**config.mk**
```make
export PLATFORM = sky130hd
export DESIGN_NAME = sseg_scan_flat
export DESIGN_NICKNAME = d
export VERILOG_FILES = /design/src/rtl/sseg_scan_if.sv /design/src/rtl/sseg_scan.sv /design/src/flat_wrapper.sv
export SDC_FILE = /design/constraint.sdc
export NUM_CORES = 1
export LEC_CHECK = 0
export CORE_MARGIN = 2
export CORE_UTILIZATION = 57
export DETAILED_ROUTE_END_ITERATION = 8
export MAX_ROUTING_LAYER = met4
export PLACE_DENSITY = 0.81
export SYNTH_ARGS = -nofsm -noshare
export SYNTH_HDL_FRONTEND = slang
export SYNTH_SLANG_ARGS = --single-unit
```
**constraint.sdc**
```tcl
create_clock -name clk -period 3.6 [get_ports clk]
set_input_delay 0.54 -clock clk [delete_from_list [all_inputs] [get_ports clk]]
set_output_delay 0.54 -clock clk [all_outputs]
set_load 0.05 [all_outputs]
```
**src/rtl/sseg_scan_if.sv**
```systemverilog
// sseg_scan_if: display-value load port and scanned anode/segment outputs of sseg_scan.
interface sseg_scan_if #(parameter int DIGITS = 8);
    logic [4*DIGITS-1:0] data;
    logic [DIGITS-1:0]   dp;
    logic                load;
    logic [DIGITS-1:0]   an;
    logic [7:0]          seg;
    logic                frame_start;
    modport master (output data, dp, load, input an, seg, frame_start);
    modport slave  (input data, dp, load, output an, seg, frame_start);
endinterface

```
**src/rtl/sseg_scan.sv**
```systemverilog
// sseg_scan: time-multiplexed seven-segment driver with frame-synchronous shadow and blanking gap.
// Define SSEG_LZB_EN to enable leading-zero blanking.
module sseg_scan #(
    parameter int DIGITS     = 8,
    parameter int SCAN_DIV   = 100000,
    parameter int BLANK_CYC  = 2,
    parameter int ACTIVE_LOW = 1
) (
    input  logic clk,
    input  logic rst_n,
    sseg_scan_if.slave bus
);
    localparam int   PW  = $clog2(SCAN_DIV);
    localparam int   IW  = $clog2(DIGITS);
    localparam logic POL = (ACTIVE_LOW != 0);
    localparam logic [111:0] LUT = {7'h47, 7'h4F, 7'h3D, 7'h4E, 7'h1F, 7'h77, 7'h7B, 7'h7F,
                                    7'h70, 7'h5F, 7'h5B, 7'h33, 7'h79, 7'h6D, 7'h30, 7'h7E};

    logic [PW-1:0]       pcnt_q, pcnt_d;
    logic [IW-1:0]       idx_q, idx_d;
    logic [4*DIGITS-1:0] pdata_q, pdata_d, sdata_q, sdata_d;
    logic [DIGITS-1:0]   pdp_q, pdp_d, sdp_q, sdp_d;
    logic                pend_q, pend_d, run_q, run_d;
    logic [DIGITS-1:0]   an_q, an_d;
    logic [7:0]          seg_q, seg_d;
    logic                fs_q, fs_d;
    logic                wrap, frame, blank, lz_blank;
    logic [3:0]          nib;

`ifdef SSEG_LZB_EN
    logic [DIGITS-1:0] lz;
    // lz[k]: digit k and every digit above it are zero with no dp set
    for (genvar k = 0; k < DIGITS; k++) begin : g_lz
        if (k == DIGITS-1) begin : g_top
            assign lz[k] = sdata_q[4*k +: 4] == 4'h0 && !sdp_q[k];
        end else begin : g_low
            assign lz[k] = sdata_q[4*k +: 4] == 4'h0 && !sdp_q[k] && lz[k+1];
        end
    end
`endif

    always_comb begin
        wrap    = pcnt_q == PW'(SCAN_DIV-1);
        frame   = wrap && idx_q == IW'(DIGITS-1);
        pcnt_d  = wrap ? '0 : pcnt_q + 1'b1;
        idx_d   = wrap ? (frame ? '0 : idx_q + 1'b1) : idx_q;
        pend_d  = frame ? 1'b0 : (bus.load | pend_q);
        pdata_d = (bus.load && !frame) ? bus.data : pdata_q;
        pdp_d   = (bus.load && !frame) ? bus.dp : pdp_q;
        // a load on the boundary itself bypasses pending and wins over it
        sdata_d = frame ? (bus.load ? bus.data : (pend_q ? pdata_q : sdata_q)) : sdata_q;
        sdp_d   = frame ? (bus.load ? bus.dp : (pend_q ? pdp_q : sdp_q)) : sdp_q;
        run_d   = run_q | frame;
        nib     = sdata_q[idx_q*4 +: 4];
        blank   = pcnt_q < PW'(BLANK_CYC);
`ifdef SSEG_LZB_EN
        lz_blank = idx_q != '0 && lz[idx_q];
`else
        lz_blank = 1'b0;
`endif
        an_d  = (blank ? '0 : DIGITS'(1) << idx_q) ^ {DIGITS{POL}};
        seg_d = ((blank || lz_blank) ? 8'h00 : {sdp_q[idx_q], LUT[nib*7 +: 7]}) ^ {8{POL}};
        fs_d  = run_q && pcnt_q == '0 && idx_q == '0;
    end

    always_ff @(posedge clk or negedge rst_n) begin
        if (!rst_n) begin
            pcnt_q  <= '0;
            idx_q   <= '0;
            pdata_q <= '0;
            pdp_q   <= '0;
            sdata_q <= '0;
            sdp_q   <= '0;
            pend_q  <= 1'b0;
            run_q   <= 1'b0;
            an_q    <= {DIGITS{POL}};
            seg_q   <= {8{POL}};
            fs_q    <= 1'b0;
        end else begin
            pcnt_q  <= pcnt_d;
            idx_q   <= idx_d;
            pdata_q <= pdata_d;
            pdp_q   <= pdp_d;
            sdata_q <= sdata_d;
            sdp_q   <= sdp_d;
            pend_q  <= pend_d;
            run_q   <= run_d;
            an_q    <= an_d;
            seg_q   <= seg_d;
            fs_q    <= fs_d;
        end
    end

    assign bus.an          = an_q;
    assign bus.seg         = seg_q;
    assign bus.frame_start = fs_q;
endmodule

```
**src/flat_wrapper.sv**
```systemverilog
// flat-port wrapper written by rule: the top's interface ports become plain ports
module sseg_scan_flat 
#(
    parameter int DIGITS     = 8,
    parameter int SCAN_DIV   = 100000,
    parameter int BLANK_CYC  = 2,
    parameter int ACTIVE_LOW = 1
)
  (clk, rst_n, bus_data, bus_dp, bus_load, bus_an, bus_seg, bus_frame_start);
  sseg_scan_if #(.DIGITS(DIGITS)) bus_i ();
  input  logic clk;
  input  logic rst_n;
  input wire logic [$bits(bus_i.data)-1:0] bus_data;
  input wire logic [$bits(bus_i.dp)-1:0] bus_dp;
  input wire logic [$bits(bus_i.load)-1:0] bus_load;
  output wire logic [$bits(bus_i.an)-1:0] bus_an;
  output wire logic [$bits(bus_i.seg)-1:0] bus_seg;
  output wire logic [$bits(bus_i.frame_start)-1:0] bus_frame_start;
  assign bus_i.data = bus_data;
  assign bus_i.dp = bus_dp;
  assign bus_i.load = bus_load;
  assign bus_an = bus_i.an;
  assign bus_seg = bus_i.seg;
  assign bus_frame_start = bus_i.frame_start;
  sseg_scan #(.DIGITS(DIGITS), .SCAN_DIV(SCAN_DIV), .BLANK_CYC(BLANK_CYC), .ACTIVE_LOW(ACTIVE_LOW)) u_core (.clk(clk), .rst_n(rst_n), .bus(bus_i));
endmodule
```
== Word level (Yosys, flattened, before mapping) ==
Cells that the tools add are included.

* Register bits after elaboration: 119
* Output and inout port bits: 17
* Word-level logic and storage cells: 45

* Add/subtract/negate cells: 2
* Multiply operators: 1
* Order comparisons: 2
* Eq/ne operators: 2
* Shift-type cells: 3
* Mux-type cells: 11
* Bitwise logic cells: 4
* Reductions and logical operators: 9

{| class="wikitable"
|+ Operators with widths
! kind !! number
|-
| 112-bit by 8-bit variable part select with 7-bit output, first input constant || 1
|-
| 32-bit two-way mux || 2
|-
| 8-bit two-way mux || 4
|-
| 32-bit by 6-bit variable part select with 4-bit output || 1
|-
| 17-bit by 1-bit adder with 17-bit output, second input constant || 1
|-
| 17-bit == test, second input constant || 1
|-
| 17-bit logical NOT || 1
|-
| 17-bit by 2-bit less-than comparator with 1-bit output, second input constant || 1
|-
| 17-bit two-way mux || 1
|-
| 8-bit NOT || 2
|-
| 1-bit by 3-bit left shift with 8-bit output, first input constant || 1
|-
| 4-bit by 3-bit multiplier with 7-bit output, second input constant || 1
|-
| 1-bit logical AND || 4
|-
| 3-bit by 4-bit less-than comparator with 1-bit output, second input constant || 1
|-
| 3-bit by 1-bit adder with 3-bit output, second input constant || 1
|-
| 1-bit binary-select mux with 3-bit select || 1
|-
| 3-bit == test, second input constant || 1
|-
| 3-bit logical NOT || 1
|-
| 3-bit two-way mux || 1
|-
| 1-bit two-way mux || 2
|-
| 1-bit OR || 2
|-
| 2-bit AND reduction || 1
|-
| 2-bit nonzero test || 1
|-
| 1-bit logical NOT || 1
|}

== Longest topological paths before layout ==
* Depth after elaboration: 5
* Mapped depth: 10
* Gate-level depth less buffers: 8

== Worst setup path before layout ==
Ideal clock, no wire load.

* Path kind: register to register
* Start point: register u_core.idx_q[0]
* End point: register u_core.seg_q[3] (netlist: u_core.bus.seg[3])
* Arrival time: 2495 ps
* Data required time: 3505 ps
* Path slack: 1010 ps
* Stages on the path, launching flop included: 11
* Path buffers: 2
* Period minus slack after synthesis: 2590 ps
* Cell sequence: dfrtp_1 buf_2 buf_2 mux4_2 mux2i_1 inv_1 ha_1 inv_1 nor3_1 a2111oi_0 a31oi_1

* Longest elaborated chain between the ends: 5

{| class="wikitable"
|+ Ends and longest elaborated chain
! element !! RTL line !! text
|-
| from (decl) || sseg_scan.sv:20 || <nowiki>logic [IW-1:0] idx_q, idx_d;</nowiki>
|-
| from (signal assigned) || sseg_scan.sv:81 || <nowiki>idx_q <= idx_d;</nowiki>
|-
| 32-bit by 6-bit variable part select with 4-bit output || sseg_scan.sv:54 || <nowiki>nib = sdata_q[idx_q*4 +: 4];</nowiki>
|-
| 4-bit by 3-bit multiplier with 7-bit output || sseg_scan.sv:62 || <nowiki>seg_d = ((blank || lz_blank) ? 8'h00 : {sdp_q[idx_q], LUT[nib*7 +: 7]}) ^ {8{POL}};</nowiki>
|-
| 112-bit by 8-bit variable part select with 7-bit output || sseg_scan.sv:62 ||
|-
| 8-bit two-way mux || sseg_scan.sv:62 ||
|-
| 8-bit NOT (no source line) || n/a ||
|-
| named net u_core.seg_d[3] || sseg_scan.sv:25 || <nowiki>logic [7:0] seg_q, seg_d;</nowiki>
|-
| to (signal assigned) || sseg_scan.sv:77 || <nowiki>seg_q <= {8{POL}};</nowiki>
|-
| to (signal assigned) || sseg_scan.sv:89 || <nowiki>seg_q <= seg_d;</nowiki>
|-
| to (decl) || sseg_scan.sv:25 ||
|}

The timed path passes the listed nets, and every way through them passes these cells.
A chain may end at the register's enable or synchronous reset.

== Worst setup path in the final report ==
Ends and elaborated chain as after synthesis.

==> summary.txt <==
Worst setup path
  – CP Class: reg -> reg
  – Worst path required time: 4040 ps
  – Crit path buffers/inverters: 2
  – Top cell by count, worst path: inv_1
  – CP Cell Sequence: mux4_2 > mux2i_1 > inv_1 > ha_1 > inv_1 > nor3_1 > a2111oi_0 > a31oi_1
  – Crit-path max FO: 11
  – Worst EP arrival: 3390 ps
  – Critical path's slowest cell: dfrtp_1
  – Setup crit end kind: register
  – Biggest cell delay along the critical path: 750 ps
  – Critical path's top delay family: multiplexers
  – CP Launch Type: register

Synth
  – Synth Area per Inst: 13.82 um2
  – Cell Area, Synth: 5789 um2
  – Sequential fraction of the synthesis area: 51.78%
  – Synthesis Warnings: 0
  – Post-Synthesis Cells: 419
  – Syn Nets: about 480
  – Post-synth cell types: 44
  – Yosys reg bits: 119

STA
  – Slew of the pin with the lowest slew margin: 937.6 ps
  – Setup_tns: 0 ps
  – # setup viols final: 0
  – Fmax: 338.6 MHz
  – Fin. max-slew vios: 0
  – Slew margin rel.: 37.50%
  – RSZ-0062 raised after global routing: false
  – Final period util: slightly above 80%
  – Clock skew: 7.599 ps
  – Hold_ws: 142.0 ps
  – Final worst path period need: roughly 3000 ps
  – Final hold vios: 0

Floorplan
  – Rows: 36
  – DIE AREA: roughly 11000 um2
  – DIE WIDTH: 104.8 um
  – Core area: 9819 um2
  – IO Pins: 60
  – Initial Utilization: 58.96%
  – Die H: 104.8 um

CTS
  – CTS root buffer: clkbuf_8
  – CTS tree: yes
  – Post-CTS setup buffer count: 0
  – TritonCTS Buffers: 17
  – Post-CTS Resized: 0
  – Htree depth: 4
  – CTS Hold Bufs: 0
  – Clock Sinks: between 100 and 150
  – Clock Path Buffers: 2
  – CTS clk-pin slew, worst paths: 60 ps
  – Clk_lat worst skew: 530 ps

GRT
  – Met1 Use GR: 29.61%
  – Initial antenna violation count: 0
  – GR Overflow Total: 0
  – Largest net degree at the start of global routing: 77
  – First-pass GRT wire length: 19.22 mm
  – Via count of the first global-routing pass: around 3.8k
  – Global Route Usage Sum: 23.29%
  – GR Util met3: 5.802%
  – Global-route track usage on met2: 36.32%
  – Gr busiest metal: met2

Min path
  – Worst Hold Class: in -> async

Drt
  – Drt drc: 0
  – Iteration-0 DRC Markers: 210
  – Vias/cell: 5.730
  – Routed WL: approximately 11 mm
  – Detailed-route via count: 3593
  – Antenna Violating Nets Remaining: 0
  – DRT Pass-1 Iters: 4
  – Drt wl/cell: 17.80 um

Layout
  – Layout area overhead: 21.83%
  – Most frequent cells in the layout: dfrtp_1 (103), mux2_2 (83), clkdlybuf4s50_1 (57)
  – # diodes: 0
  – Most common cell after layout, fill and taps aside: dfrtp_1
  – Ratio of cells with drive above 1 in the final layout: 37.85%
  – Fill cell total of the finished layout: 701
  – Fin nets: 538

Placed design
  – Hpwl dp: ~7.3 mm
  – I/O Buffers: 59
  – Placer Congestion: 0.8154

Outcome
  – Status: finished, final reports clean

Power and ir drop
  – Pleak: 3.182 nW
  – Worst vdd ir: around 0.3 mV
  – P per Cell Area: 473.6 nW/um2
  – Total power: 0.003340 W

Flow run
  – Max-Cap Viols: 0
## final cells by class
cell class,instances,area (um2),share of cell area [%]
clock buffer,23,456.7,6.475
sequential,119,2998,42.50
timing repair buffer,65,653.1,9.260
clock inverter,9,100.1,1.419
tap,133,166.4,2.359
multi-input combinational,269,2645,37.50
inverter,9,33.78,0.4790
## worst paths after layout
check	start	endpoint	slack (ps)	cells past startpoint
worst max-delay path	u_core.idx_q[0]	u_core.bus.seg[3]	650	8
worst min-delay path	rst_n	u_core.pcnt_q[1]	140	1
worst max register to register	u_core.idx_q[0]	u_core.bus.seg[3]	650	8
worst min register to register	u_core.run_q	u_core.run_q	460	1
max in group asynchronous	rst_n	u_core.pdp_q[1]	2720	2
min in group clk	u_core.run_q	u_core.run_q	460	1
## kinds of logic after synthesis
group	after synthesis	synth area share (%)
mux	136	30.50
flops	119	51.78
simple gates	77	6.657
buf+inv	31	2.745
compound gates	27	3.026
xor+xnor	15	2.269
fa+ha+maj	14	3.026
## cells in the mapped netlist (all sizes together)
cell type | count | area (um2)
a22oi | 1 | 7.510
buf | 12 | 87.58
or3 | 3 | 18.77
a211oi | 1 | 7.510
and2 | 1 | 6.260
o22ai | 1 | 6.260
nor2 | 16 | 60.06
a31oi | 3 | 18.77
nor3 | 6 | 30.03
and3 | 3 | 18.77
a21o | 1 | 7.510
a2111oi | 1 | 8.760
dfstp | 16 | 420.4
xnor2 | 8 | 70.07
a221o | 1 | 10.01
and4 | 3 | 26.28
nand2b | 2 | 12.51
ha | 14 | 175.2
o21ai | 8 | 40.03
o22a | 1 | 8.760
o31ai | 1 | 7.510
xor2 | 7 | 61.31
nand4 | 4 | 25.02
mux2i | 5 | 50.05
or2 | 1 | 6.260
a311o | 1 | 10.01
dfrtp | 103 | 2577
a22o | 1 | 8.760
mux2 | 123 | 1535
inv | 9 | 33.78
nor2b | 2 | 12.51
nor4 | 3 | 25.02
nand3 | 16 | 80.08
nand2 | 17 | 63.81
clkbuf | 10 | 37.54
mux4 | 8 | 180.2
a21oi | 5 | 25.02
o221ai | 1 | 8.760
## power by group
group | total, W | switching [W] | internal, W
sequential | 0.00145 | 0.0000341 | 0.00141
clock | 0.00159 | 0.000577 | 0.00101
combinational | 0.000303 | 0.000131 | 0.000172
total | 0.00334 | 0.000742 | 0.00260
## state kept, by name, summed over array words and instances, names as in the netlist
| name | count |
|---|---|
| u_core.run_q | 1 |
| u_core.sdata_q | 32 |
| u_core.pcnt_q | 17 |
| u_core.pend_q | 1 |
| u_core.bus.an | 8 |
| u_core.idx_q | 3 |
| u_core.bus.frame_start | 1 |
| u_core.sdp_q | 8 |
| u_core.pdata_q | 32 |
| u_core.pdp_q | 8 |
| u_core.bus.seg | 8 |
## metrics by stage
step / area (um2) / setup WS [ps] / cells / util, %
3_5_place_dp: 6496 / 719.9 / 595 / 66.16
6_report: 7053 / 646.4 / 627 / 71.83
4_1_cts: 7053 / 653.4 / 627 / 71.83
2_1_floorplan: 5789 / 1010 / 419 / -
3_3_place_gp: 6496 / 812.5 / 595 / 66.16
5_1_grt: 7053 / 433.6 / 627 / 71.83
## worst reg2reg max path, delay by kind of cell (launching register included)
kind	cells	cell delay, ps
muxes	2	1040
DFF	1	750
AOI/OAI and AO/OA	2	490
buffers and inverters	2	290
adders and majority gates	1	240
and+or+nand+nor	1	70
## per-layer routing
layer / up-vias / wire length [um]
met5: - / 0
met4: 0 / 200
met3: 19 / 378
met2: 87 / 5524
met1: 1856 / 5058
li1: 1631 / -
(Power assumes the default switching activity.)
